$ cat src/rtl/ifu_prefetch.sv
// Instruction prefetch stage: issues 4-byte fetches, queues the returned bytes and presents up to 4 head bytes to decode.
// Optional IFU_PERF_EN adds a saturating stall_cnt output counting cycles with no bytes available to decode.
module ifu_prefetch #(
  parameter int          DEPTH    = 8,
  parameter logic [15:0] RESET_PC = 16'h0000
) (
  input  logic        clk,
  input  logic        rst,
  input  logic        mem_busy,
  output logic [15:0] a,
  output logic        re,
  input  logic [7:0]  q0,
  input  logic [7:0]  q1,
  input  logic [7:0]  q2,
  input  logic [7:0]  q3,
  input  logic        redirect,
  input  logic [15:0] redirect_pc,
  output logic [31:0] dec_bytes,
  output logic [2:0]  dec_avail,
  output logic [15:0] dec_pc,
  input  logic [2:0]  dec_take
`ifdef IFU_PERF_EN
  ,
  output logic [15:0] stall_cnt
`endif
);

  localparam int PW = $clog2(DEPTH);
  localparam int CW = PW + 1;

  logic [7:0]    buf_q [DEPTH];
  logic [7:0]    q_lane [4];
  logic [PW-1:0] rd_ptr;
  logic [PW-1:0] wr_ptr;
  logic [CW-1:0] count;
  logic [15:0]   fetch_pc;
  logic          vld_p1;
  logic          pop_ok;
  logic [CW-1:0] pop_n;
  logic [CW:0]   committed;

  assign q_lane[0] = q0;
  assign q_lane[1] = q1;
  assign q_lane[2] = q2;
  assign q_lane[3] = q3;

  // Space already claimed by queued bytes plus the response still on its way back.
  always_comb begin
    committed = {1'b0, count} + (vld_p1 ? (CW+1)'(4) : '0);
    re        = !rst && !redirect && !mem_busy && (committed <= (CW+1)'(DEPTH - 4));
    a         = fetch_pc;
    dec_avail = (count >= CW'(4)) ? 3'd4 : 3'(count);
    pop_ok    = (dec_take <= dec_avail);
    pop_n     = pop_ok ? CW'(dec_take) : '0;
    dec_bytes = '0;
    for (int i = 0; i < 4; i++) begin
      if (3'(i) < dec_avail)
        dec_bytes[8*i +: 8] = buf_q[rd_ptr + PW'(i)];
    end
  end

  // Stage p0 -> p1: fetch issue; vld_p1 marks a response landing next cycle.
  always_ff @(posedge clk or posedge rst) begin
    if (rst) begin
      rd_ptr   <= '0;
      wr_ptr   <= '0;
      count    <= '0;
      fetch_pc <= RESET_PC;
      dec_pc   <= RESET_PC;
      vld_p1   <= 1'b0;
    end else if (redirect) begin
      rd_ptr   <= '0;
      wr_ptr   <= '0;
      count    <= '0;
      fetch_pc <= redirect_pc;
      dec_pc   <= redirect_pc;
      vld_p1   <= 1'b0;
    end else begin
      vld_p1 <= re;
      if (re)
        fetch_pc <= fetch_pc + 16'd4;
      if (vld_p1)
        wr_ptr <= wr_ptr + PW'(4);
      rd_ptr <= rd_ptr + PW'(pop_n);
      count  <= count + (vld_p1 ? CW'(4) : '0) - pop_n;
      dec_pc <= dec_pc + 16'(pop_n);
    end
  end

  // Stage p1: response capture into the byte queue.
  always_ff @(posedge clk) begin
    if (vld_p1 && !redirect) begin
      for (int i = 0; i < 4; i++)
        buf_q[wr_ptr + PW'(i)] <= q_lane[i];
    end
  end

`ifdef IFU_PERF_EN
  always_ff @(posedge clk or posedge rst) begin
    if (rst)
      stall_cnt <= '0;
    else if (dec_avail == 3'd0 && !redirect && stall_cnt != 16'hFFFF)
      stall_cnt <= stall_cnt + 16'd1;
  end
`endif

endmodule

$ cat config.mk
export PLATFORM = sky130hd
export DESIGN_NAME = ifu_prefetch
export DESIGN_NICKNAME = d
export VERILOG_FILES = /design/src/rtl/ifu_prefetch.sv
export SDC_FILE = /design/constraint.sdc
export NUM_CORES = 1
export LEC_CHECK = 0
export CORE_MARGIN = 3
export CORE_UTILIZATION = 45
export DETAILED_ROUTE_END_ITERATION = 7
export HOLD_SLACK_MARGIN = 0.06
export PLACE_DENSITY = 0.71
export SYNTH_ARGS = -nofsm -noshare
export SYNTH_HDL_FRONTEND = slang
export SYNTH_SLANG_ARGS = --single-unit
$ cat constraint.sdc
create_clock -name clk -period 6.5 [get_ports clk]
set_input_delay 1.3 -clock clk [delete_from_list [all_inputs] [get_ports clk]]
set_output_delay 1.3 -clock clk [all_outputs]
set_load 0.02 [all_outputs]
# After elaboration in Yosys (flattened, before gate mapping)
# Memories as Yosys holds them, arrays and structs flattened.
# Cells that the tools add are included.
# Widths: inputs -> output; s select.
# classes
n_reduce_logical	9
addsub	13
n_lt_le_gt_ge	7
muxes	18
# op_table
cell	count
$mux 16	3
$mux 8	4
$mux 3	7
$add 16x3->16	1
$add 16x3->16 const B	1
$add 3x2->3 const B	4
$add 3x1->3 const B	2
$lt 1x3->1 const A	2
$lt 2x3->1 const A	2
$add 4x3->5	1
$le 5x3->1 const B	1
$add 4x3->4	1
$ge 4x3->1 const B	1
$logic_and 1x1->1	4
$mux 4	1
$reduce_bool 2->1	2
$sub 4x3->4	1
$add 3x3->3	1
$add 3x3->3 const B	1
$le 3x3->1	1
$logic_not 1->1	3
$mux 1	3
# word_totals
inputBits	55
wordCells	54
output_inout_bits	68
mem_count	1
ram_bits	64
register_bits	43
# memory_table
name	depth	width	read_ports	rd_clocked_by_memory_dff	write_ports	line_no	source
buf_q	8	8	4	0	4	31	logic [7:0] buf_q [DEPTH];

# Logic depth before layout (Yosys ltp)
# Gate-level depths: netlist of run 1.
# logic_depth
depth_word	6
depth_mapped	17
ltp_nobuf	17

# Worst setup path before layout of run 1
# OpenSTA, ideal clock, no wires.
# synth_path
kind	reg-to-output
start	register rd_ptr[1]
end	output dec_bytes[29]
arrival_ns	2.984
setup_slack_ns	2.216
required_ns	5.200
path_buffers	4
stages_incl_launch_ff	10
cell_sequence	dfrtp_1 > buf_2 > buf_2 > clkbuf_1 > clkinv_1 > ha_1 > xnor2_1 > buf_2 > mux4_2 > a22o_1
# synth_via
elab_chain_len	3
# synth_rtl
item	line_no	source
start: declaration	33	logic [PW-1:0] rd_ptr;
start signal: assignment	84	rd_ptr <= rd_ptr + PW'(pop_n);
$add 3x2->3	58	dec_bytes[8*i +: 8] = buf_q[rd_ptr + PW'(i)];
$mem_v2 8x8	--	
$mux 8	57	if (3'(i) < dec_avail)
end: declaration	18	output logic [31:0] dec_bytes,
# Every way passes these cells.

# Worst setup path in the final report of run 1
# layout_path
start	register rd_ptr[1]
end	output dec_bytes[28]
# Same word-level chain as after synthesis.

==> metrics.txt, run 1 <==
Chip Width 129 um; worst hold start a[1]; Total Wirelength 18100 um; combinational share of power 0.560; HP Class register to register; Layout Utilization 0.578; cells after synthesis 579; Worst R2R Start count[2]; post-synth net total 654; Worst Hold Depth 1; clock-pin slew on the worst setup and hold paths 0.07 ns; TritonRoute pass-1 iters 5; Final TNS setup 0 ns; Sw Ratio 0.390; DP Wirelength 13000 um; FF-to-FF path depth 16; row count 44; sequential share of the synthesized area 0.434; # IOs 123; fin. max-slew vios 0; most common cell in the synthesized netlist nand2_1; Non-Filler Instances 863; buffers added on ports 122; RSZ-0062 raised after global routing false; Clock Skews 0.0126 ns; CTS tree yes; outcome finished, final reports clean; slowest stage delay, CP 0.73 ns; Clock Sinks 105; synth cell count leaders nand2_1 (102), edfxtp_1 (64), mux4_2 (64); startpoint class of the critical path register; worst hold margin 0.518 ns; Top delay family on crit path buffers and inverters; H-tree depth 3; Yosys warnings 0; switching power 1.30 mW; PostCTS Resize Cnt 0; clock buffer depth 2; hold_buf cts 0; post-synth top area share 0.283; largest net degree at the start of global routing 47; placed inst area 8140 um^2; max_slew headroom 0.228; placed insts 847; vias post-DR 5303; initial antenna violation count 0; DR vias/cell 6.14; crit-path most repeated cell buf_4; Root Buffer clkbuf_16; worst-margin pin slew 1.16 ns; Post-synth EDFFs 64; Crit path arrival time 3.94 ns; buffers plus inverters on the worst setup path 4; die height 129 um; DRC 0; first-pass GRT wire length 28500 um; fmax 0.191 GHz; initial drt markers 577; #FFs+latches synth 105; Clock power frac 0.172; critical-path maximum fanout 27; wire per inst 21.0 um; mean post-synth cell area 11.7 um^2; leading cell types by total area after synthesis edfxtp_1 (28%), mux4_2 (21%), dfrtp_1 (15%), nand2_1 (5.6%), ha_1 (2.9%); post-route ant nets 0; kind of critical path register to output pin; Nets 749; internal power 2.03 mW; FF+latch area 2950 um^2; worst setup path start rd_ptr[1]; CTS Buf Count 9; Crit-path slowest cell xnor2_1; peak supply drop 0.000170 V; Post-Syn Area 6790 um^2; Post-synth ARST share 0.390; antenna cells 0; synth unique cells 43; top_reg_cell synth edfxtp_1; Area Growth Syn to Fin 24.7%; Total Routing Usage GR 0.222; post-CTS setup buffer count 0; worst-path cell chain buf_4 > clkinv_1 > ha_1 > xnor2_1 > buf_4 > mux4_2 > a22o_1 > clkdlybuf4s50_1; gpl congestion 0.873; fraction of layout cells with a size suffix above 1 0.144; sequential share of power 0.268; Final Cell Area 8470 um^2; core area 14600 um^2; crit path capture type output pin; maxcap violations 0; GR Overflow Total 0; final-layout fill cell count 1213; final hold vios 0; Initial Utilization 0.464; Synth area leader edfxtp_1; Setup Viol. Count Final 0; Final period util 0.806; area of the multi-input gates 3550 um^2; Tmin final 5.24 ns; Pleak 3.20 nW; vias in the first global route 5359; WP data required 5.20 ns; full die area 16600 um^2; power per cell area 394 nW/um^2; Crit path depth 8; clock insertion delay at the later pin of the skew report 0.35 ns
## kinds of logic (layout without fill, tap and decap cells)
| family | after synthesis | count (layout) | share of synthesized area |
|---|---|---|---|
| buf+inv | 80 | 180 | 0.0468 |
| mux | 78 | 78 | 0.234 |
| flops | 105 | 105 | 0.434 |
| compound gates | 96 | 96 | 0.102 |
| xor+xnor | 19 | 19 | 0.0245 |
| fa+ha+maj | 20 | 20 | 0.0413 |
| simple gates | 181 | 181 | 0.118 |
## through the flow
stage / setup slack (ns) / power [mW]
after CTS: 1.28 / 3.34
after global routing: 1.02 / 3.50
final: 1.26 / 3.34
after detailed placement: 1.64 / 2.77
after floorplan: 2.22 / 2.08
after global placement: 1.68 / 2.73
## sequential cells by signal (all words and copies together) (netlist names)
signal  flops
dec_pc     16
count       4
vld_p1      1
wr_ptr      1
rd_ptr      3
a          16
buf_q      64
## metal layers
metal,track usage,up-vias,part of all wire
li1,-,2355,-
met1,0.295,2634,0.40
met2,0.365,263,0.49
met3,0.0291,51,0.071
met4,0.102,0,0.033
met5,0,-,0
## cells in the final DEF (no fill, tap or decap), drive strengths merged, types with 19 or more instances in the layout
cell type / count
mux4: 64
inv: 30
clkdlybuf4s50: 122
edfxtp: 64
dfrtp: 41
nand2: 102
o21ai: 19
a21o: 26
o311ai: 19
nor2: 26
## power groups by stage
| stage | Sequential [mW] | Clock [mW] | Combinational, mW |
|---|---|---|---|
| finish | 0.893 | 0.574 | 1.87 |
| global placement | 0.901 | 0 | 1.83 |
| CTS | 0.894 | 0.578 | 1.87 |
| detailed placement | 0.906 | 0 | 1.86 |
| floorplan | 0.873 | 0 | 1.20 |
| global route | 0.909 | 0.606 | 1.99 |
## area by class of cell
cell class,instances,share of cell area
Timing Repair Buffer,132,0.153
Sequential cell,105,0.349
Multi-Input combinational cell,394,0.419
Inverter,32,0.0142
Clock buffer,16,0.0384
Tap cell,184,0.0272
## path summary, 6_finish.rpt
path                                 end  slack, ns
max in group asynchronous      rd_ptr[0]       4.70
hold reg to reg                     a[1]       0.52
setup reg to reg              dec_pc[15]       2.68
setup / recovery           dec_bytes[28]       1.26
hold / removal                      a[1]       0.52
min in group asynchronous           a[0]       1.41
Power figures use the tool's default switching activity.
==> inputs of run 2 (changes only) <==
PLACE_DENSITY = 0.74   (was 0.71)
clock period = 4.6 ns   (was 6.5 ns; I/O delays follow)
==> run 2 against run 1 <==
  * First-iteration DRC count increased by 2.4%
  * Global-route usage hardly changed
  * Clock power grew 34%
  * Critical path depth is 3 lower
  * Worst hold slack worse by 0.0088 ns
  * Count of clock-buffer cells in the layout decreased by 3
  * Design area grew 0.15%
  * Core utilization is 0.086 points higher
  * Routed wire length rose by 0.60%
  * Sequential share of layout area is 0.051 points lower
  * Sequential power is 33% higher
  * Highest routed layer unchanged
==> metrics.txt, run 2 (same netlist as run 1, synthesis figures left out) <==
maxcap violations 0 (unchanged); Pwr Total 4.71 mW (+41%); H-tree depth 3 (unchanged); TritonRoute pass-1 iters 5 (unchanged); clock-pin slew on the worst setup and hold paths 0.07 ns (about the same); commonest non-fill, non-tap cell in the layout clkdlybuf4s50_1; Tmin final 4.21 ns; worst-margin pin slew 1.11 ns (-0.0443 ns); CTS tree yes; DP Wirelength 13100 um (+1.0%); Total Wirelength 18200 um (+0.60%); combinational share of power 0.583 (+0.023); # IOs 123 (unchanged); peak supply drop 0.000306 V (+80%); Area Growth Syn to Fin 24.9%; internal power 2.85 mW (+40%); Final TNS setup 0 ns (unchanged); startpoint class of the critical path register; Layout Utilization 0.579 (+0.000855); initial drt markers 591 (+2.4%); initial antenna violation count 0 (unchanged); DR vias/cell 6.14 (-0.15%); full die area 16600 um^2 (unchanged); FF-to-FF path depth 16 (unchanged); WP data required 3.68 ns (-1.52 ns); fraction of layout cells with a size suffix above 1 0.153 (+0.00895); Top reg by flops buf_q; switching power 1.86 mW (+43%); die height 129 um (unchanged); first-pass GRT wire length 28600 um (+0.36%); Final period util 0.916; buffers added on ports 122 (unchanged); clock insertion delay at the later pin of the skew report 0.35 ns (about the same); final setup margin 0.385 ns (-0.876 ns); wire per inst 20.9 um (about the same); critical-path maximum fanout 9 (-67%); largest net degree at the start of global routing 46 (-2.1%); gpl congestion 0.889 (+1.9%); commonest cells after routing, fill and taps aside clkdlybuf4s50_1 (122), nand2_1 (102), mux4_2 (64), edfxtp_1 (64), dfrtp_1 (40); Initial Utilization 0.464 (unchanged); power per cell area 555 nW/um^2 (+41%); final-layout fill cell count 1173 (-3.3%); Clock Skews 0.00798 ns (-0.00464 ns); sequential share of power 0.254 (-0.014); kind of critical path register to output pin; post-route ant nets 0 (unchanged); Clock power frac 0.164 (-0.008); fmax 0.237 GHz; Worst Hold Depth 1 (unchanged); area of the multi-input gates 3540 um^2 (-0.28%); core area 14600 um^2 (unchanged); hold_buf cts 0 (unchanged); Nets 755 (+0.80%); GR Overflow Total 0 (unchanged); CTS Buf Count 9 (unchanged); placed insts 853 (+0.71%); PostCTS Resize Cnt 0 (unchanged); max_slew headroom 0.256 (+0.0287); Sw Ratio 0.395 (+0.00522); crit path capture type output pin; worst slack, placed 0.521 ns (-1.12 ns); clock buffer depth 2 (unchanged); post-CTS setup buffer count 0 (unchanged); Pleak 3.22 nW (+0.74%); Clock Sinks 105 (unchanged); DRC 0 (unchanged); outcome finished, final reports clean; fin. max-slew vios 0 (unchanged); Non-Filler Instances 869 (+0.70%); Setup Viol. Count Final 0 (unchanged); Chip Width 129 um (unchanged); HP Class register to register; vias post-DR 5332 (+0.55%); final hold vios 0 (unchanged); Root Buffer clkbuf_16; FF+latch area 2950 um^2 (unchanged); row count 44 (unchanged); Crit path arrival time 3.29 ns (-0.65 ns); Total Routing Usage GR 0.221 (-0.000492); vias in the first global route 5437 (+1.5%); max reg flops 64 (unchanged); RSZ-0062 raised after global routing false; antenna cells 0 (unchanged)
==> run 2: cell types whose count changed in the layout (fill, tap and decap cells not counted), sizes merged <==
| cell | previous run | this run |
|---|---|---|
| buf | 10 | 16 |
| inv | 30 | 32 |
| clkinv | 2 | 3 |
| clkbuf | 16 | 13 |
==> run 2: final cells by class <==
cell class,instances,share of cell area
multi-input cells,394,0.417
repair buffers,138,0.158
clock buffers,13,0.0336
inverters,32,0.0142
well taps,184,0.0271
clock inverters,3,0.00207
flip-flops and latches,105,0.348
==> run 2: path summary, 6_finish.rpt <==
check                                to  slack (ns)       from
min                                a[1]        0.51       a[1]
max in group asynchronous     wr_ptr[2]        2.59        rst
max reg2reg                  dec_pc[15]        0.79   count[2]
min reg2reg                        a[1]        0.51       a[1]
min in group asynchronous          a[3]        1.18        rst
max                        dec_bytes[8]        0.39  rd_ptr[1]
==> run 2: power groups by stage <==
stage          sequential, mW  combinational [mW]  clock (mW)
4_1_cts                  1.19                2.75       0.775
3_3_place_gp             1.21                2.68           0
6_report                 1.19                2.75       0.770
2_1_floorplan            1.23                1.70           0
3_5_place_dp             1.21                2.74           0
5_1_grt                  1.21                2.93       0.812
==> run 2: per-stage QoR <==
step / cell area (um^2) / hold WS, ns
floorplan: 6790 / 0.536
global placement: 8180 / 0.496
detailed placement: 8180 / 0.499
CTS: 8480 / 0.515
global route: 8480 / 0.525
finish: 8480 / 0.509
==> run 2: critical path: stages, from the launching register on <==
cell             delay [ns]
dfrtp_1                0.36
clkinv_1               0.37
ha_1                   0.49
nor2b_1                0.78
a22o_1                 0.29
clkdlybuf4s50_1        0.66
==> run 2: layer usage <==
layer,GRT usage,vias to the layer above,share of wire
li1,-,2365,-
met1,0.288,2673,0.40
met2,0.374,249,0.50
met3,0.0403,45,0.072
met4,0.0784,0,0.026
met5,0,-,0
